### src/rtl/fir_ctrl_pkg.sv
// rtl/fir_ctrl_pkg.sv - shared address map, ap bit positions and FSM state types for fir_ctrl
package fir_ctrl_pkg;

  localparam logic [11:0] ADDR_AP       = 12'h000;
  localparam logic [11:0] ADDR_LEN      = 12'h010;
  localparam logic [11:0] ADDR_TAP_BASE = 12'h020;
  localparam logic [11:0] ADDR_TAP_LAST = 12'h048;

  localparam int AP_START_BIT = 0;
  localparam int AP_DONE_BIT  = 1;
  localparam int AP_IDLE_BIT  = 2;

  typedef enum logic {
    W_ADDR,
    W_DATA
  } w_state_t;

  typedef enum logic [1:0] {
    R_ADDR,
    R_FETCH,
    R_VALID
  } r_state_t;

endpackage

### src/rtl/fir_tap_arb.sv
// rtl/fir_tap_arb.sv - tap BRAM port mux: engine while busy, else AXI-Lite write over read
module fir_tap_arb #(
  parameter int pADDR_WIDTH = 12,
  parameter int pDATA_WIDTH = 32
) (
  input  logic                   busy,
  input  logic                   wr_req,
  input  logic [pADDR_WIDTH-1:0] wr_addr,
  input  logic [pDATA_WIDTH-1:0] wr_data,
  input  logic                   rd_req,
  input  logic [pADDR_WIDTH-1:0] rd_addr,
  input  logic                   eng_tap_req,
  input  logic [3:0]             eng_tap_idx,
  output logic                   rd_grant,
  output logic [3:0]             tap_WE,
  output logic                   tap_EN,
  output logic [pDATA_WIDTH-1:0] tap_Di,
  output logic [pADDR_WIDTH-1:0] tap_A
);

  always_comb begin
    rd_grant = 1'b0;
    tap_WE   = 4'h0;
    tap_EN   = 1'b0;
    tap_Di   = '0;
    tap_A    = '0;
    if (busy) begin
      tap_EN = eng_tap_req;
      tap_A  = {{(pADDR_WIDTH-6){1'b0}}, eng_tap_idx, 2'b00};
    end else if (wr_req) begin
      tap_EN = 1'b1;
      tap_WE = 4'hF;
      tap_A  = wr_addr;
      tap_Di = wr_data;
    end else if (rd_req) begin
      tap_EN   = 1'b1;
      tap_A    = rd_addr;
      rd_grant = 1'b1;
    end
  end

endmodule

### src/rtl/fir_ctrl.sv
// rtl/fir_ctrl.sv - AXI-Lite slave, ap/length registers and engine start/done sequencing
module fir_ctrl
  import fir_ctrl_pkg::*;
#(
  parameter int pADDR_WIDTH = 12,
  parameter int pDATA_WIDTH = 32,
  parameter int Tape_Num    = 11
) (
  input  logic                   axis_clk,
  input  logic                   axis_rst,
  output logic                   awready,
  input  logic                   awvalid,
  input  logic [pADDR_WIDTH-1:0] awaddr,
  output logic                   wready,
  input  logic                   wvalid,
  input  logic [pDATA_WIDTH-1:0] wdata,
  output logic                   arready,
  input  logic                   arvalid,
  input  logic [pADDR_WIDTH-1:0] araddr,
  output logic                   rvalid,
  input  logic                   rready,
  output logic [pDATA_WIDTH-1:0] rdata,
  output logic [3:0]             tap_WE,
  output logic                   tap_EN,
  output logic [pDATA_WIDTH-1:0] tap_Di,
  output logic [pADDR_WIDTH-1:0] tap_A,
  input  logic [pDATA_WIDTH-1:0] tap_Do,
  input  logic                   eng_tap_req,
  input  logic [3:0]             eng_tap_idx,
  output logic [pDATA_WIDTH-1:0] eng_tap_data,
  output logic                   eng_start,
  input  logic                   eng_done,
  output logic [pDATA_WIDTH-1:0] data_length
);

  localparam logic [pADDR_WIDTH-1:0] TAP_LAST =
    ADDR_TAP_BASE + pADDR_WIDTH'(4 * (Tape_Num - 1));

  w_state_t               w_state;
  r_state_t               r_state;
  logic [pADDR_WIDTH-1:0] awaddr_q;
  logic [pADDR_WIDTH-1:0] araddr_q;
  logic                   rd_from_bram;
  logic                   ap_start;
  logic                   ap_done;
  logic                   ap_idle;
  logic                   busy;
  logic                   wr_commit;
  logic                   wr_is_tap;
  logic                   rd_is_tap;
  logic                   rd_grant;
  logic                   rd_done;
  logic [pDATA_WIDTH-1:0] reg_rdata;

  assign busy         = ~ap_idle;
  assign wr_commit    = (w_state == W_DATA) && wvalid;
  assign wr_is_tap    = (awaddr_q >= ADDR_TAP_BASE) && (awaddr_q <= TAP_LAST);
  assign rd_is_tap    = (araddr_q >= ADDR_TAP_BASE) && (araddr_q <= TAP_LAST);
  assign rd_done      = (r_state == R_VALID) && rvalid && rready;
  assign eng_tap_data = tap_Do;

  fir_tap_arb #(
    .pADDR_WIDTH (pADDR_WIDTH),
    .pDATA_WIDTH (pDATA_WIDTH)
  ) u_tap_arb (
    .busy        (busy),
    .wr_req      (wr_commit && wr_is_tap),
    .wr_addr     (awaddr_q - ADDR_TAP_BASE),
    .wr_data     (wdata),
    .rd_req      ((r_state == R_FETCH) && rd_is_tap),
    .rd_addr     (araddr_q - ADDR_TAP_BASE),
    .eng_tap_req (eng_tap_req),
    .eng_tap_idx (eng_tap_idx),
    .rd_grant    (rd_grant),
    .tap_WE      (tap_WE),
    .tap_EN      (tap_EN),
    .tap_Di      (tap_Di),
    .tap_A       (tap_A)
  );

  // A tap address that never reached the BRAM can only mean the engine owned the port.
  always_comb begin
    reg_rdata = '0;
    if (araddr_q == ADDR_AP) begin
      reg_rdata[AP_START_BIT] = ap_start;
      reg_rdata[AP_DONE_BIT]  = ap_done;
      reg_rdata[AP_IDLE_BIT]  = ap_idle;
    end else if (araddr_q == ADDR_LEN) begin
      reg_rdata = data_length;
    end else if (rd_is_tap) begin
      reg_rdata = '1;
    end
  end

  always_ff @(posedge axis_clk or posedge axis_rst) begin
    if (axis_rst) begin
      w_state  <= W_ADDR;
      awready  <= 1'b1;
      wready   <= 1'b0;
      awaddr_q <= '0;
    end else begin
      case (w_state)
        W_ADDR: if (awvalid) begin
          awaddr_q <= awaddr;
          awready  <= 1'b0;
          wready   <= 1'b1;
          w_state  <= W_DATA;
        end
        W_DATA: if (wvalid) begin
          awready <= 1'b1;
          wready  <= 1'b0;
          w_state <= W_ADDR;
        end
        default: w_state <= W_ADDR;
      endcase
    end
  end

  always_ff @(posedge axis_clk or posedge axis_rst) begin
    if (axis_rst) begin
      r_state      <= R_ADDR;
      arready      <= 1'b1;
      rvalid       <= 1'b0;
      rdata        <= '0;
      araddr_q     <= '0;
      rd_from_bram <= 1'b0;
    end else begin
      case (r_state)
        R_ADDR: if (arvalid) begin
          araddr_q <= araddr;
          arready  <= 1'b0;
          r_state  <= R_FETCH;
        end
        R_FETCH: begin
          if (busy || !rd_is_tap) begin
            rd_from_bram <= 1'b0;
            r_state      <= R_VALID;
          end else if (rd_grant) begin
            rd_from_bram <= 1'b1;
            r_state      <= R_VALID;
          end
        end
        // First R_VALID cycle captures data once tap_Do has settled; rvalid follows.
        R_VALID: begin
          if (!rvalid) begin
            rvalid <= 1'b1;
            rdata  <= rd_from_bram ? tap_Do : reg_rdata;
          end else if (rready) begin
            rvalid  <= 1'b0;
            arready <= 1'b1;
            r_state <= R_ADDR;
          end
        end
        default: r_state <= R_ADDR;
      endcase
    end
  end

  always_ff @(posedge axis_clk or posedge axis_rst) begin
    if (axis_rst) begin
      ap_start    <= 1'b0;
      ap_done     <= 1'b0;
      ap_idle     <= 1'b1;
      eng_start   <= 1'b0;
      data_length <= '0;
    end else begin
      ap_start  <= 1'b0;
      eng_start <= 1'b0;
      if (wr_commit && ap_idle) begin
        if ((awaddr_q == ADDR_AP) && wdata[AP_START_BIT]) begin
          ap_start  <= 1'b1;
          eng_start <= 1'b1;
          ap_idle   <= 1'b0;
        end
        if (awaddr_q == ADDR_LEN) data_length <= wdata;
      end
      if (rd_done && (araddr_q == ADDR_AP)) ap_done <= 1'b0;
      // eng_done wins over a coinciding read-clear so the completion is not lost.
      if (eng_done) begin
        ap_done <= 1'b1;
        ap_idle <= 1'b1;
      end
    end
  end

endmodule

### config.mk
export PLATFORM = sky130hd
export DESIGN_NAME = fir_ctrl
export DESIGN_NICKNAME = d
export VERILOG_FILES = /design/src/rtl/fir_ctrl_pkg.sv /design/src/rtl/fir_tap_arb.sv /design/src/rtl/fir_ctrl.sv
export SDC_FILE = /design/constraint.sdc
export NUM_CORES = 1
export LEC_CHECK = 0
export CAP_MARGIN = 20
export CORE_MARGIN = 10
export CORE_UTILIZATION = 35
export DETAILED_ROUTE_END_ITERATION = 10
export GPL_ROUTABILITY_DRIVEN = 1
export GPL_TIMING_DRIVEN = 0
export PLACE_DENSITY = 0.72
export SLEW_MARGIN = 20
export SYNTH_ARGS = -nofsm -noshare
export SYNTH_HDL_FRONTEND = slang
export SYNTH_SLANG_ARGS = --single-unit
### constraint.sdc
create_clock -name axis_clk -period 4.4 [get_ports axis_clk]
set_clock_uncertainty 0.05 [all_clocks]
set_input_delay 0.88 -clock axis_clk [delete_from_list [all_inputs] [get_ports axis_clk]]
set_output_delay 0.88 -clock axis_clk [all_outputs]
set_load 0.02 [all_outputs]
==> flow_summary_export.csv <==
group,metric,value,unit
outcome,status,"finished, final reports clean",
drt,num_vias,4821,
clocking,cts_tree,"done",
yosys,synth_top_area_frac,0.467,
timing,min_period,4.21,ns
setup_path,worstSetupPathType,"in -> out",
yosys,synth_fp_nets,604,
die,die_h,141,um
drt,drtIter0Drc,245,
power_and_ir_drop,ir_drop,223,uV
timing,tightestPinTransition,0.574,ns
global_route,grt_overflow_total,0,
clocking,clkTransAtPathRegs,0.06,ns
die,fp.dieArea,19900,um2
setup_path,worst_setup_path_start_kind,"input pin",
clocking,cts_inserted_buffers,9,
cells_and_area,drive_above_1_share,0.180,
yosys,netlist_top_cells_area,"dfrtp_1 47%, mux2_2 11%, a21oi_1 6.3%",
die,coreArea,14500,um2
drt,drc_errors,0,
clocking,cts_sinks,99,
setup_path,worstRegToRegCells,9,
timing,tns,0,ns
yosys,yosys.cell_count.top_type,"dfrtp_1",
global_route,antenna_found_initial,0,
global_route,grt_usage,0.184,
setup_path,cp-end-kind,"output port",
worst_hold_path,min_path_type,"reg -> reg",
placement,routabilityCongestion,0.861,
cells_and_area,multi_input_area,2180,um2
cells_and_area,num-fill-cells,1278,
yosys,ys_types,49,
yosys,syn_area,5140,um2
timing,layout_worst_path_cycle_share,0.957,
timing,final-setup-viol-count,0,
clocking,ctsHoldBuffers,0,
timing,rsz0062_at_grt,"no",
clocking,htree_levels,3,
yosys,synth_cells,500,
power_and_ir_drop,power_leakage,3.62,nW
power_and_ir_drop,powerDensity,452,nW/um2
global_route,grt_pass1_wl,29100,um
drt,wl_per_cell,19.7,um
die,start_util,0.355,
cells_and_area,synthToLayoutAreaGrowth,60.5,%
drt,drtAntennaViolNets,0,
yosys,yosys_register_bits,99,
drt,viasPerCell,5.07,
clocking,clkLatencyLatePin,0.34,ns
placement,dp.cells,934,
timing,slew_headroom,0.617,
die,die_x,141,um
yosys,yosysTopAreaCell,"dfrtp_1",
drt,dr.pass1.iters,4,
job,maxCapViolCount,0,
worst_hold_path,hold_path_depth,2,
yosys,synth_edf_count,0,
placement,dpl.hpwl,15100,um
cells_and_area,diodes,0,
yosys,synth_warnings,0,
timing,slew_viol_final,0,
timing,max_clock_freq,0.237,GHz
yosys,synth_flop_cell,"dfrtp_1",
global_route,first_global_vias,5171,
global_route,grt_start_max_net_pins,51,
yosys,async_flop_share,1.00,
die,rows,44,
clocking,root_buffer,"clkbuf_16",
yosys,synth.top_cells.by_count,"96 x dfrtp_1, 65 x a21oi_1, 52 x mux2_2",
setup_path,arrival,3.28,ns
yosys,yosysSeqAreaShare,0.483,
yosys,postSynthAreaPerCell,10.3,um2
drt,routed_wl,18700,um
die,ioPinCount,250,
cells_and_area,final_nets,866,
cells_and_area,fin_cells,951,
cells_and_area,seq_area,2480,um2
timing,hold_viol,0,
clocking,cts_max_path_buffers,2,
placement,io_buffers,249,
setup_path,crit_fanout,10,
setup_path,crit_required,3.47,ns
[state kept, by name, summed over array words and instances (netlist names)]
signal and flops:
ap_start 1, wready 1, awready 1, ap_done 1, awaddr_q 12, r_state 2, ap_idle 1, arready 1
araddr_q 12, rdata 32, rd_from_bram 1, data_length 32, rvalid 1, w_state 1
[report_power, final]
| part | internal, W | switching, W |
|---|---|---|
| clock | 0.000497 | 0.000339 |
| sequential | 0.00118 | 0.000190 |
| combinational | 0.000718 | 0.000809 |
| total | 0.00239 | 0.00134 |
[layout make-up]
type | instances | area share
timing repair buffer | 251 | 0.309
sequential | 99 | 0.301
multi-input combinational | 322 | 0.264
buffer | 67 | 0.0547
clock buffer | 11 | 0.0282
tap | 184 | 0.0279
clock inverter | 5 | 0.00940
inverter | 12 | 0.00607
[kinds of logic (layout without fill, tap and decap cells)]
| group | count (synthesis) | count (layout) | synth area share |
|---|---|---|---|
| AO/OA/AOI/OAI | 134 | 134 | 0.156 |
| AND/OR/NAND/NOR | 128 | 128 | 0.136 |
| flip-flops | 99 | 99 | 0.483 |
| buffers and inverters | 79 | 346 | 0.0949 |
| multiplexers | 52 | 52 | 0.114 |
| adder cells (fa/ha/maj) | 4 | 4 | 0.00974 |
| XOR/XNOR | 4 | 4 | 0.00682 |
[what timing repair did]
item / in CTS / in global routing
setup endpoints to repair: 33 / 24
buffers inserted: 0 / 1
pin swaps: 0 / 1
gates resized for setup: 5 / 13
[metrics by stage]
stage               power (W)  worst slack [ns]  instance area (um2)  hold WS [ns]   util
global placement      0.00286            -0.558                 7860         0.401  0.543
CTS                   0.00377            0.0255                 8220         0.421  0.568
global route          0.00394            0.0379                 8250         0.432  0.570
detailed placement    0.00291            -0.297                 7900         0.412  0.545
floorplan             0.00219             0.885                 5140         0.399      -
finish                0.00373             0.189                 8250         0.417  0.570
[cell usage in the layout (no fill, tap or decap), types with 5 or more instances in the layout]
master             n
clkdlybuf4s50_1  239
dfrtp_1           96
a21oi_1           65
mux2_2            52
nor2_1            40
buf_4             38
o22ai_1           36
and2_1            32
nand2_1           19
clkbuf_1          16
inv_1             11
o21ai_0           11
clkbuf_16          9
dlymetal6s2s_1     9
buf_6              6
buf_2              6
or3_1              5
[worst paths after layout]
check | start | endpoint | slack [ns]
max in group asynchronous | axis_rst | arready | 2.73
worst min register to register | arready | arready | 0.42
worst min-delay path | arready | arready | 0.42
worst max-delay path | wvalid | tap_A[3] | 0.19
min in group asynchronous | axis_rst | awaddr_q[10] | 0.90
worst max register to register | araddr_q[6] | rdata[21] | 1.88
[critical path, cell delays in order]
cell and delay (ns):
clkdlybuf4s50_1 0.54, nand2_1 0.10, and4bb_2 0.36, nand4_4 0.18, inv_1 0.14, buf_4 0.20
a22o_1 0.17, a21o_2 0.10, clkdlybuf4s50_1 0.62
[metal layers]
metal	vias up	share of wire	GRT usage	wire length, um
met5	-	0	0	0
met4	0	0.012	0.0538	233
li1	2269	-	-	-
met2	201	0.51	0.322	9640
met1	2335	0.39	0.205	7240
met3	16	0.086	0.0615	1620
No activity file was read; power rests on OpenSTA's default activity.
